**config.mk**
```make
export PLATFORM = sky130hd
export DESIGN_NAME = capi_put_align_sched
export DESIGN_NICKNAME = d
export VERILOG_FILES = /design/src/rtl/capi_put_align_sched.sv
export SDC_FILE = /design/constraint.sdc
export NUM_CORES = 1
export LEC_CHECK = 0
export BUFFER_PORTS_ARGS = -buffer_cell sky130_fd_sc_hd__buf_2
export CAP_MARGIN = 20
export CORE_AREA = 4 4 286 288
export CTS_BUF_LIST = sky130_fd_sc_hd__clkbuf_2
export CTS_CLUSTER_SIZE = 20
export DETAILED_ROUTE_END_ITERATION = 10
export DIE_AREA = 0 0 290 292
export HOLD_SLACK_MARGIN = 0.1
export SLEW_MARGIN = 20
export SYNTH_ARGS = -nofsm -noshare
export SYNTH_HDL_FRONTEND = slang
export SYNTH_SLANG_ARGS = --single-unit
```
**constraint.sdc**
```tcl
create_clock -name clk -period 5.1 [get_ports clk]
set_input_delay 0.51 -clock clk [delete_from_list [all_inputs] [get_ports clk]]
set_output_delay 0.51 -clock clk [all_outputs]
set_load 0.01 [all_outputs]
```
**src/rtl/capi_put_align_sched.sv**
```systemverilog
// capi_put_align_sched
// Round-robin scheduler that shares one put-data byte aligner between NREQ
// requesters. A granted requester's command (offset, byte length) is latched,
// then its 128-bit beats are forwarded to the aligner. The per-beat valid-byte
// count and end flag come from a remaining-byte register.
//
// Ports
//   clk, reset          clock, asynchronous active-low reset
//   req_v/req_r/req_d   per-requester command {offset[3:0], len}, req 0 in MSBs
//   dat_v/dat_r/dat_d   per-requester 128-bit data beats, req 0 in MSBs
//   a_v/a_r/a_d         alignment offset to the aligner (a_r informational)
//   o_v/o_r/o_d         beat to the aligner
//   o_c, o_e            valid bytes in beat (0 = 16), last beat of stream
//   o_tag               granted requester index
//   busy                stream in progress
//
// state  | meaning
// IDLE   | arbitrating; winner sees req_r, len==0 commands are dropped
// STREAM | forwarding beats of the latched requester until the o_e beat
module capi_put_align_sched #(
  parameter int NREQ = 4,
  parameter int LENW = 13,
  parameter int TAGW = 3
) (
  input  logic                   clk,
  input  logic                   reset,
  input  logic [NREQ-1:0]        req_v,
  output logic [NREQ-1:0]        req_r,
  input  logic [NREQ*(4+LENW)-1:0] req_d,
  input  logic [NREQ-1:0]        dat_v,
  output logic [NREQ-1:0]        dat_r,
  input  logic [NREQ*128-1:0]    dat_d,
  output logic                   a_v,
  input  logic                   a_r,
  output logic [3:0]             a_d,
  output logic                   o_v,
  input  logic                   o_r,
  output logic [127:0]           o_d,
  output logic [3:0]             o_c,
  output logic                   o_e,
  output logic [TAGW-1:0]        o_tag,
  output logic                   busy
);

  localparam int CW = 4 + LENW;
  localparam logic [LENW-1:0] SIXTEEN = LENW'(16);

  typedef enum logic [0:0] {IDLE = 1'b0, STREAM = 1'b1} state_t;

  state_t            state_q, state_d;
  logic [TAGW-1:0]   ptr_q, ptr_d;
  logic [TAGW-1:0]   tag_q, tag_d;
  logic [3:0]        off_q, off_d;
  logic [LENW-1:0]   rem_q, rem_d;

  logic              win_v;
  logic [TAGW-1:0]   win_idx;
  logic [CW-1:0]     win_cmd;
  logic              sel_v;
  logic [127:0]      sel_d;
  logic              last;

  // The aligner samples a_d combinationally, so a_r never gates anything.
  logic unused_a_r;
  assign unused_a_r = a_r;

  function automatic logic [TAGW-1:0] wrap_inc(input logic [TAGW-1:0] t);
    return (t == TAGW'(NREQ-1)) ? '0 : t + 1'b1;
  endfunction

  // Round-robin pick: first pass from the pointer upward, then wrap to 0.
  always_comb begin
    win_v   = 1'b0;
    win_idx = '0;
    win_cmd = '0;
    for (int i = 0; i < NREQ; i++) begin
      if (!win_v && req_v[i] && (i >= int'(ptr_q))) begin
        win_v   = 1'b1;
        win_idx = TAGW'(i);
        win_cmd = req_d[(NREQ-1-i)*CW +: CW];
      end
    end
    for (int i = 0; i < NREQ; i++) begin
      if (!win_v && req_v[i] && (i < int'(ptr_q))) begin
        win_v   = 1'b1;
        win_idx = TAGW'(i);
        win_cmd = req_d[(NREQ-1-i)*CW +: CW];
      end
    end
  end

  // Data mux for the latched requester.
  always_comb begin
    sel_v = 1'b0;
    sel_d = '0;
    for (int i = 0; i < NREQ; i++) begin
      if (tag_q == TAGW'(i)) begin
        sel_v = dat_v[i];
        sel_d = dat_d[(NREQ-1-i)*128 +: 128];
      end
    end
  end

  assign last = (rem_q <= SIXTEEN);

  always_ff @(posedge clk or negedge reset) begin
    if (!reset) begin
      state_q <= IDLE;
      ptr_q   <= '0;
      tag_q   <= '0;
      off_q   <= '0;
      rem_q   <= '0;
    end else begin
      state_q <= state_d;
      ptr_q   <= ptr_d;
      tag_q   <= tag_d;
      off_q   <= off_d;
      rem_q   <= rem_d;
    end
  end

  always_comb begin
    state_d = state_q;
    ptr_d   = ptr_q;
    tag_d   = tag_q;
    off_d   = off_q;
    rem_d   = rem_q;
    case (state_q)
      IDLE: begin
        if (win_v) begin
          tag_d = win_idx;
          off_d = win_cmd[CW-1 -: 4];
          rem_d = win_cmd[LENW-1:0];
          if (win_cmd[LENW-1:0] == '0) ptr_d = wrap_inc(win_idx);
          else                          state_d = STREAM;
        end
      end
      STREAM: begin
        if (sel_v && o_r) begin
          if (last) begin
            state_d = IDLE;
            ptr_d   = wrap_inc(tag_q);
          end else begin
            rem_d = (rem_q > SIXTEEN) ? rem_q - SIXTEEN : '0;
          end
        end
      end
      default: state_d = IDLE;
    endcase
  end

  always_comb begin
    req_r = '0;
    dat_r = '0;
    a_v   = 1'b0;
    a_d   = '0;
    o_v   = 1'b0;
    o_d   = '0;
    o_c   = '0;
    o_e   = 1'b0;
    o_tag = '0;
    busy  = 1'b0;
    if (state_q == IDLE) begin
      for (int i = 0; i < NREQ; i++) req_r[i] = win_v && (win_idx == TAGW'(i));
    end else begin
      a_v   = 1'b1;
      a_d   = off_q;
      o_v   = sel_v;
      o_d   = sel_d;
      o_c   = (rem_q < SIXTEEN) ? rem_q[3:0] : 4'd0;
      o_e   = last;
      o_tag = tag_q;
      busy  = 1'b1;
      for (int i = 0; i < NREQ; i++) dat_r[i] = o_r && (tag_q == TAGW'(i));
    end
  end

endmodule

```
==> impl_metrics.csv, run 1 <==
group,metric,value,unit
outcome,outcome,"completed",
global_routing,grt_pass1_wl,90100,µm
global_routing,grt_max_degree,112,
logic_synthesis,synth_cells,1475,
pwr,finalPower,3.10,mW
clock_tree,clk_latency,0.38,ns
sta,fin_skew,0.0187,ns
global_routing,antenna_found_initial,69,
pwr,pwr-share-comb,87.6,%
clock_tree,cts_setup_buffers,0,
setup_path,start_kind,"flip-flop",
die,core_area,0.0789,mm²
route,drtIter0Drc,736,
clock_tree,cts_max_level,1,
route,num_vias,12800,
logic_synthesis,ys_async_sr_fraction,100,%
logic_synthesis,synth-seq-area-share,7.68,%
die,io-pin-count,743,
route,viasPerCell,4.03,
clock_tree,cts_tree,"yes",
placed_design,io_buffers,740,
pwr,p_int,1.25,mW
sta,period_share,78.6,%
route,firstDrtPassIters,5,
logic_synthesis,netlist_area,0.00717,mm²
setup_path,max_stage_delay,0.69,ns
pwr,p_sw_share,59.9,%
clock_tree,cts_resized,0,
placed_design,gp_congestion,0.946,
final_layout,final_area,0.0121,mm²
route,routed_wl,67200,µm
final_layout,drive_gt1_share,37.2,%
final_layout,syn2layout_area_growth,68.5,%
sta,drv_slew,0,
sta,tns,0,ns
logic_synthesis,yosys_warnings,0,
clock_tree,cts_sinks,22,
worst_hold_path,hold_end,"off_q[1]",
setup_path,reg2reg_depth,8,
final_layout,fillers,9432,
sta,worst_pin_slew,0.972,ns
sta,finalSetupViolCount,0,
clock_tree,clk_pin_slew,0.25,ns
setup_path,rrSetupSlack,1.49,ns
die,initial_core_util,9.09,%
global_routing,first_global_vias,11700,
pwr,ir_worst_vdd,0.101,mV
clock_tree,clk_path_buf_depth,2,
setup_path,arrival,3.50,ns
route,routedWlPerCell,21.2,µm
placed_design,dpl-instance-area,0.0120,mm²
final_layout,fin_nets,2713,
logic_synthesis,synth-main-ff-cell,"dfrtp_1",
job,max-cap-violations,0,
pwr,p_switching,1.86,mW
clock_tree,cts-buffers-inserted,3,
setup_path,cp.required,4.59,ns
sta,max_slew_margin,35.1,%
placed_design,dp_hpwl,58600,µm
setup_path,r2r-start,"ptr_q[0]",
logic_synthesis,syn_area_per_cell,4.86,µm²
global_routing,grt_overflow,0,
setup_path,endpoint_kind,"output port",
setup_path,critPathMaxFanout,73,
logic_synthesis,synth_edf_count,0,
route,drc,0,
worst_hold_path,hp-class,"primary input to flip-flop",
pwr,powerDensity,257,mW/mm²
sta,rsz0062_at_grt,"false",
logic_synthesis,synth_fp_nets,2077,
pwr,p_clk_share,4.4,%
setup_path,reg2reg_to,"ptr_q[1]",
die,die_w,290,µm
die,die_y,292,µm
setup_path,crit_type,"flip-flop to output port",
worst_hold_path,hold_depth,3,
global_routing,track_usage,14.7,%
setup_path,path_cells,"inv_1, ha_4, buf_4, a21oi_1, buf_4, nor2_1, a21oi_1, nor2_1, a21oi_1, nor2_1, buf_2",
logic_synthesis,ys_types,59,
pwr,power.leakage,6.44,nW
route,final_antenna_net_count,0,
sta,max_freq,250,MHz
die,rows,103,
pwr,p_seq_share,8.0,%
setup_path,cpMaxStageDelayCell,"ha_4",
die,dieArea,0.0847,mm²
clock_tree,cts_root_buffer,"clkbuf_2",
worst_hold_path,hold_path_startpoint,"req_d[65]",
final_layout,final-seq-area,551,µm²
final_layout,multi_input_area,0.00609,mm²
sta,final_hold_viol_count,0,
logic_synthesis,yosys_register_bits,22,
sta,period_minus_slack,4.01,ns
==> power by group through the flow <==
stage / Clock [mW] / Combinational [mW] / Sequential (mW)
detailed placement: 0 / 2.79 / 0.251
CTS: 0.138 / 2.80 / 0.248
finish: 0.136 / 2.72 / 0.249
floorplan: 0 / 1.48 / 0.240
global placement: 0 / 2.77 / 0.250
global route: 0.144 / 3.06 / 0.255
==> cells by family (layout without fill, tap and decap cells) <==
| family | count (synthesis) | count (layout) | synth area share [%] |
|---|---|---|---|
| adder cells (fa/ha/maj) | 10 | 10 | 1.75 |
| buffers and inverters | 150 | 785 | 8.08 |
| flip-flops | 22 | 22 | 7.68 |
| other | 1 | 17 | 0.0523 |
| AO/OA/AOI/OAI | 508 | 508 | 38.7 |
| AND/OR/NAND/NOR | 781 | 781 | 43.3 |
| multiplexers | 3 | 3 | 0.471 |
==> layout by cell type (no fill, tap or decap), drive strengths merged, types with 2 or more instances in the layout <==
cell type and n:
a22o 3, o31a 2, a31oi 9, buf 767, a21oi 411, nor2b 10
a211o 3, a211oi 6, clkbuf 3, inv 13, a22oi 4, a222oi 6
diode 16, nor2 544, nand2 168, and3 5, a21o 5, or3 2
o22ai 13, o22a 6, or2 3, dfrtp 22, nand3 15, o221ai 3
a32oi 2, nand2b 3, nor3 9, mux2 3, ha 10, o21bai 2
and2 12, nand4 3, o21ai 20, nor4 2, and3b 2
==> worst max-delay path: cells and delay by family, from the launching register on <==
family          cells  cell delay (ns)
buf+inv             4             1.00
flops               1             0.51
fa+ha+maj           1             0.69
compound gates      3             0.24
simple gates        3             0.57
==> worst max-delay path by stage <==
stage | end | slack, ns | depth (start not counted) | from
3_3_place_gp | ptr_q[0] | 1.43 | 9 | req_v[0]
3_5_place_dp | ptr_q[1] | 1.32 | 9 | req_v[0]
6_report | o_d[15] | 1.09 | 11 | tag_q[1]
4_1_cts | o_d[86] | 1.03 | 11 | tag_q[1]
5_1_grt | o_d[86] | 0.81 | 11 | tag_q[1]
2_1_floorplan | ptr_q[0] | 2.20 | 9 | req_v[0]
==> cells in the mapped netlist, types with 3 or more instances <==
cell type	n	area share, %
a22o_1	3	0.37
nand4_1	3	0.26
a222oi_1	6	0.84
nand2_1	167	8.7
nand3_1	15	1.0
nand2b_1	3	0.26
a21oi_1	411	29
ha_1	10	1.7
dfrtp_1	22	7.7
o21ai_0	19	1.3
buf_1	13	0.68
clkbuf_1	120	6.3
a31oi_1	9	0.79
o22ai_1	13	1.1
a211oi_1	6	0.63
a22oi_1	4	0.42
a21o_1	5	0.52
o221ai_1	3	0.37
nor2_1	544	28
a211o_1	3	0.37
inv_1	12	0.63
and2_1	11	0.96
nor2b_1	10	0.87
and3_1	5	0.44
o22a_1	6	0.73
or2_2	3	0.26
nor3_1	9	0.63
==> flip-flops by register name, summed over array words and instances (netlist names) <==
register,count
rem_q,13
off_q,4
ptr_q,2
tag_q,2
state_q,1
==> what timing repair did <==
action / 4_1_cts / 5_1_grt
hold buffers: 1 / 0
setup endpoints to repair: 0 / 0
endpoints found under the hold margin: 22 / 0
==> layer usage <==
| metal | global-route usage (%) | part of all wire, % |
|---|---|---|
| met1 | 18.4 | 41 |
| met2 | 25.4 | 46 |
| met3 | 4.63 | 10 |
| met4 | 2.31 | 1.9 |
| met5 | 0 | 0.32 |
==> cell type report <==
type | count | share of cell area, %
well taps | 1050 | 10.9
multi-input cells | 1303 | 50.5
repair buffers | 768 | 33.0
inverters | 13 | 0.446
diodes | 16 | 0.332
clock buffers | 3 | 0.124
clock inverters | 1 | 0.249
flip-flops and latches | 22 | 4.56
==> per-stage QoR <==
stage	utilization (%)	hold WS (ns)	setup WS, ns	instances
6_report	15.3	0.356	1.09	3176
5_1_grt	15.3	0.330	0.811	3165
4_1_cts	15.3	0.318	1.03	3160
3_3_place_gp	15.2	0.471	1.43	3155
3_5_place_dp	15.2	0.481	1.32	3155
2_1_floorplan	-	0.214	2.20	1475
Power figures use the tool's default switching activity.
==> run 2, diff against run 1 <==
- ABC_AREA: unset -> 1
- CORE_AREA: 4 4 286 288 -> 4 4 285 287
- DIE_AREA: 0 0 290 292 -> 0 0 289 291
- clock period: 5.1 -> 3.35 ns (I/O delays scaled with it)
==> run 2 against run 1 <==
  * Synthesized cell count decreased by 19%
  * Combinational power increased to 3.8 times the previous value
  * Clock-buffer cell count unchanged
  * Critical path depth decreased by 4
  * Highest routed layer unchanged
  * Wire length increased by 8.0%
  * Non-clock buffer count increased by 19
==> impl_metrics.csv, run 2 <==
group,metric,value,unit
clock_tree,clk_path_buf_depth,2,
pwr,power.leakage,6.11,nW
final_layout,fillers,9324,
route,num_vias,11700,
worst_hold_path,hold_depth,3,
final_layout,final_cell_mix,"739 x buf_2, 266 x o21ai_0, 230 x nand2_1",
final_layout,fin_nets,2478,
route,drc,0,
global_routing,first_global_vias,10900,
worst_hold_path,hp-class,"primary input to flip-flop",
clock_tree,cts_sinks,22,
sta,final_hold_viol_count,0,
job,max-cap-violations,0,
sta,drv_slew,0,
setup_path,cp.required,3.01,ns
logic_synthesis,yosys_warnings,0,
sta,period_minus_slack,3.18,ns
clock_tree,cts-buffers-inserted,3,
final_layout,syn2layout_area_growth,80.1,%
die,initial_core_util,8.16,%
pwr,p_sw_share,67.0,%
route,routedWlPerCell,24.7,µm
setup_path,startpoint,"tag_q[1]",
pwr,pwr-share-comb,93.8,%
outcome,outcome,"completed",
route,firstDrtPassIters,6,
global_routing,antenna_found_initial,43,
die,core_area,0.0786,mm²
logic_synthesis,netlist_area,0.00642,mm²
placed_design,placed_cells,2918,
clock_tree,clk_latency,0.38,ns
sta,max_freq,315,MHz
pwr,p_seq_share,4.4,%
placed_design,gp_congestion,0.946,
logic_synthesis,synth_top_area_share,21.1,%
clock_tree,clk_pin_slew,0.26,ns
setup_path,rrSetupSlack,0.80,ns
setup_path,crit_type,"flip-flop to output port",
pwr,finalPower,10.9,mW
sta,worst_pin_slew,0.987,ns
final_layout,final_cells,2939,
logic_synthesis,synth_cells,1202,
setup_path,endpoint_kind,"output port",
logic_synthesis,netlist_top_cells_count,"270 x o21ai_0, 230 x nand2_1, 144 x a21oi_1, 132 x a22oi_1, 94 x clkbuf_1",
logic_synthesis,yosys_register_bits,22,
worst_hold_path,hold_path_startpoint,"req_d[50]",
clock_tree,cts_max_level,1,
route,drtIter0Drc,785,
final_layout,largest_reg_flops,13,
pwr,p_switching,7.32,mW
clock_tree,cts_tree,"yes",
pwr,p_int,3.61,mW
logic_synthesis,yosysMostFrequentCell,"o21ai_0",
setup_path,critPathMaxFanout,64,
final_layout,regMostFlops,"rem_q",
sta,tns,0,ns
sta,period_share,94.8,%
logic_synthesis,ys_async_sr_fraction,100,%
pwr,p_clk_share,1.9,%
logic_synthesis,syn_area_per_cell,5.34,µm²
logic_synthesis,ys_types,37,
global_routing,grt_pass1_wl,91600,µm
logic_synthesis,synth_fp_nets,1804,
sta,rsz0062_at_grt,"false",
die,rows,103,
logic_synthesis,synth-seq-area-share,8.58,%
logic_synthesis,synth-main-ff-cell,"dfrtp_1",
global_routing,track_usage,15.9,%
die,die_y,291,µm
die,die_w,289,µm
die,io-pin-count,743,
route,viasPerCell,3.99,
setup_path,reg2reg_depth,15,
placed_design,io_buffers,740,
setup_path,r2r-start,"ptr_q[1]",
logic_synthesis,synth_top_cell_by_area,"o21ai_0",
logic_synthesis,synth_edf_count,0,
pwr,ir_worst_vdd,0.596,mV
global_routing,grt_max_degree,81,
pwr,powerDensity,946,mW/mm²
setup_path,start_kind,"flip-flop",
die,dieArea,0.0841,mm²
worst_hold_path,hold_end,"off_q[3]",
final_layout,drive_gt1_share,43.4,%
global_routing,grt_overflow,0,
route,final_antenna_net_count,0,
sta,finalSetupViolCount,0,
setup_path,arrival,2.84,ns
placed_design,dp_hpwl,63900,µm
logic_synthesis,synthTopCellsByArea,"o21ai_0 21%, a22oi_1 15%, nand2_1 13%",
setup_path,reg2reg_to,"ptr_q[0]",
final_layout,reg.largest.list,"rem_q: 13 flops, off_q: 4 flops",
sta,fin_skew,0.0239,ns
clock_tree,cts_root_buffer,"clkbuf_2",
route,routed_wl,72600,µm
sta,max_slew_margin,33.8,%
final_layout,final_common_cell,"buf_2",
==> run 2: cell types whose count changed after synthesis, moves of 10 or more <==
| cell | change |
|---|---|
| a22oi_1 | +128 |
| nand2_1 | +63 |
| clkbuf_1 | -26 |
| nor2b_1 | -10 |
| and2_1 | -11 |
| nand4_1 | +21 |
| inv_1 | +63 |
| o22ai_1 | -13 |
| o21ai_0 | +251 |
| nand3_1 | +22 |
| a21oi_1 | -267 |
| nor2_1 | -456 |
==> run 2: worst max path at each step <==
stage                    end  slack, ns  cells past startpoint
floorplan           o_d[118]       1.12                      8
global placement     o_d[28]       0.59                     11
detailed placement   o_d[28]       0.59                     11
CTS                  o_d[28]       0.06                     11
global route         o_d[20]       0.01                      7
finish                o_d[1]       0.17                      7
==> run 2: cell type report <==
type,instances,area [µm²],area share (%)
multi-input cells,980,5090,44.1
repair buffers,787,4190,36.2
well taps,1050,1310,11.4
flip-flops and latches,22,556,4.81
inverters,82,330,2.86
diodes,14,35.0,0.303
clock inverters,1,30.0,0.260
clock buffers,3,15.0,0.130
==> run 2: per-stage QoR <==
| step | cell area (µm²) | hold slack [ns] | util (%) | setup WS [ns] |
|---|---|---|---|---|
| after floorplan | 6420 | 0.0394 | - | 1.12 |
| after global placement | 11400 | 0.355 | 14.5 | 0.592 |
| after detailed placement | 11400 | 0.358 | 14.5 | 0.594 |
| after CTS | 11500 | 0.225 | 14.6 | 0.0610 |
| after global routing | 11500 | 0.217 | 14.7 | 0.0133 |
| final | 11600 | 0.265 | 14.7 | 0.173 |
==> run 2: logic make-up after synthesis <==
group                    Yosys count  share of synthesized area, %
AO/OA/AOI/OAI                    568                          50.2
AND/OR/NAND/NOR                  394                          25.9
buffers and inverters            200                          12.4
flip-flops                        22                          8.58
adder cells (fa/ha/maj)           10                          1.95
XOR/XNOR                           7                         0.955
other                              1                        0.0584
==> run 2: per-layer routing <==
layer	GRT usage [%]	vias to the layer above	wire, µm
met4	3.18	16	1620
met3	9.65	74	11200
li1	-	5595	-
met2	24.0	697	30500
met1	19.3	5354	29200
met5	0.116	-	99
==> run 2: timing repair <==
item / 4_1_cts / 5_1_grt
hold buffers: 1 / 0
resized for setup: 0 / 6
hold endpoints to repair: 22 / 0
setup endpoints to repair: 0 / 21
setup buffers: 0 / 1
==> run 2: power by group through the flow <==
stage          Combinational, mW  Sequential (mW)  Clock, mW
3_5_place_dp                10.5            0.482          0
5_1_grt                     11.5            0.494      0.221
6_report                    10.3            0.478      0.203
4_1_cts                     10.5            0.477      0.213
3_3_place_gp                10.5            0.480          0
2_1_floorplan               4.52            0.449          0
==> run 2: worst max-delay path: stages, from the launching register on <==
cell	delay, ns
dfrtp_1	0.48
buf_4	0.15
ha_1	0.27
inv_8	0.26
buf_12	0.31
o21ai_0	0.18
a21oi_1	0.27
buf_2	0.34
==> run 3, diff against run 2 <==
- ABC_AREA: 1 -> 0
- CORE_AREA: 4 4 285 287 -> 4 4 284 286
- DIE_AREA: 0 0 289 291 -> 0 0 288 290
==> run 3 against run 2 <==
  * Clock-buffer cell count is the same
  * Clock skew shrank 0.010 ns
  * Final cell count grew 10%
  * Critical path depth grew 5
  * Core utilization increased by 1.5 points
  * Hold slack worse by 0.099 ns
  * Largest cell class unchanged
  * Largest power group unchanged
  * Highest routed layer unchanged
==> impl_metrics.csv, run 3 (same netlist as run 1, synthesis figures left out) <==
group,metric,value,unit
final_layout,fillers,9380,
setup_path,start_kind,"flip-flop",
setup_path,cpMaxStageDelayCell,"dfrtp_2",
global_routing,grt_pass1_wl,90000,µm
final_layout,final_area,0.0127,mm²
worst_hold_path,hold_depth,3,
setup_path,crit_type,"flip-flop to output port",
final_layout,final_common_cell,"buf_2",
setup_path,critPathMaxFanout,81,
setup_path,cp.required,3.01,ns
sta,period_share,95.6,%
setup_path,reg2reg_depth,8,
final_layout,final_cell_mix,"740 x buf_2, 541 x nor2_1, 404 x a21oi_1",
placed_design,io_buffers,740,
placed_design,dp_hpwl,58700,µm
final_layout,largest_reg_flops,13,
die,die_w,288,µm
route,num_vias,12900,
sta,fin_hold_ws,0.166,ns
route,firstDrtPassIters,7,
clock_tree,cts_tree,"yes",
clock_tree,cts_max_level,1,
setup_path,path_cells,"inv_1, ha_4, buf_12, buf_12, nor2_1, a21oi_1, nor2_1, a21oi_1, nor2_1, a21oi_1, nor2_1, buf_2",
global_routing,track_usage,15.0,%
outcome,outcome,"completed",
sta,worst_pin_slew,0.988,ns
sta,max_freq,312,MHz
final_layout,reg.largest.list,"rem_q: 13 flops, off_q: 4 flops",
worst_hold_path,hold_end,"off_q[3]",
route,routed_wl,68000,µm
pwr,powerDensity,392,mW/mm²
sta,drv_slew,0,
placed_design,gp_congestion,0.916,
route,drtIter0Drc,736,
global_routing,antenna_found_initial,65,
sta,period_minus_slack,3.20,ns
placed_design,dpl-instance-area,0.0125,mm²
setup_path,arrival,2.87,ns
die,die_y,290,µm
pwr,ir_worst_vdd,0.149,mV
clock_tree,clk_path_buf_depth,2,
route,routedWlPerCell,21.0,µm
setup_path,max_stage_delay,0.51,ns
clock_tree,cts_root_buffer,"clkbuf_2",
clock_tree,cts_sinks,22,
sta,finalSetupViolCount,0,
setup_path,path_common_cell,"nor2_1",
die,initial_core_util,9.15,%
route,final_antenna_net_count,0,
setup_path,rrSetupSlack,0.22,ns
pwr,power.leakage,6.82,nW
die,core_area,0.0784,mm²
pwr,finalPower,5.00,mW
route,drc,0,
final_layout,fin_nets,2777,
worst_hold_path,hold_path_startpoint,"req_d[67]",
clock_tree,clk_latency,0.38,ns
global_routing,grt_overflow,0,
setup_path,r2r-start,"ptr_q[0]",
final_layout,fin_util,16.2,%
final_layout,drive_gt1_share,39.6,%
global_routing,first_global_vias,12100,
die,rows,103,
setup_path,endpoint_kind,"output port",
worst_hold_path,hp-class,"primary input to flip-flop",
job,max-cap-violations,0,
setup_path,reg2reg_to,"ptr_q[1]",
sta,final_hold_viol_count,0,
route,viasPerCell,3.98,
sta,max_slew_margin,33.1,%
clock_tree,cts-buffers-inserted,3,
sta,fin_skew,0.0136,ns
clock_tree,clk_pin_slew,0.25,ns
die,io-pin-count,743,
final_layout,regMostFlops,"rem_q",
die,dieArea,0.0835,mm²
global_routing,grt_max_degree,82,
final_layout,syn2layout_area_growth,77.6,%
-- run 3: final cells by class --
class	instances	area (µm²)	area share, %
clock inverter	1	30.0	0.236
clock buffer	3	15.0	0.118
tap	1050	1310	10.3
antenna	14	35.0	0.275
inverter	13	53.8	0.423
sequential	22	553	4.34
multi-input combinational	1303	6120	48.1
timing repair buffer	832	4600	36.2
-- run 3: repair_timing --
| action | in CTS | in global routing |
|---|---|---|
| setup endpoints to repair | 6 | 46 |
| endpoints found under the hold margin | 22 | 0 |
| cloned | 0 | 1 |
| resized for setup | 5 | 9 |
| hold buffers | 1 | 0 |
| buffers inserted | 1 | 6 |
| pin swaps | 0 | 1 |
-- run 3: how the worst max path moves through the flow --
stage / startpoint / to / slack [ns]
after floorplan: ptr_q[1] / ptr_q[0] / 0.60
after global placement: req_v[0] / ptr_q[1] / 0.28
after global routing: tag_q[1] / o_d[101] / -0.02
after detailed placement: req_v[0] / ptr_q[1] / 0.26
after CTS: tag_q[1] / o_d[79] / 0.0007
final: tag_q[1] / o_d[48] / 0.15
-- run 3: worst max-delay path: cells and delay by family, from the launching register on --
family	cells	cell delay, ns
adder cells (fa/ha/maj)	1	0.24
AND/OR/NAND/NOR	4	0.31
AO/OA/AOI/OAI	3	0.62
buffers and inverters	4	0.70
flip-flops	1	0.51
-- run 3: metal layers --
layer  share of wire (%)  track usage, %  up-vias
li1                    -               -     6400
met1                  43            19.1     5660
met2                  46            25.4      685
met3                 9.7            4.63      114
met4                 1.8            2.48       32
met5                0.31               0        -
-- run 3: through the flow --
stage / setup slack (ns) / setup TNS (ns) / std cells
6_report: 0.146 / 0 / 3238
5_1_grt: -0.0158 / -0.0303 / 3230
4_1_cts: 0.000688 / 0 / 3217
3_5_place_dp: 0.261 / 0 / 3211
3_3_place_gp: 0.276 / 0 / 3211
2_1_floorplan: 0.598 / 0 / 1475
-- run 3: report_power, final --
| group | internal, mW | total, mW | switching [mW] |
|---|---|---|---|
| clock | 0.103 | 0.201 | 0.0979 |
| combinational | 1.67 | 4.41 | 2.75 |
| sequential | 0.326 | 0.382 | 0.0562 |
| total | 2.09 | 5.00 | 2.90 |
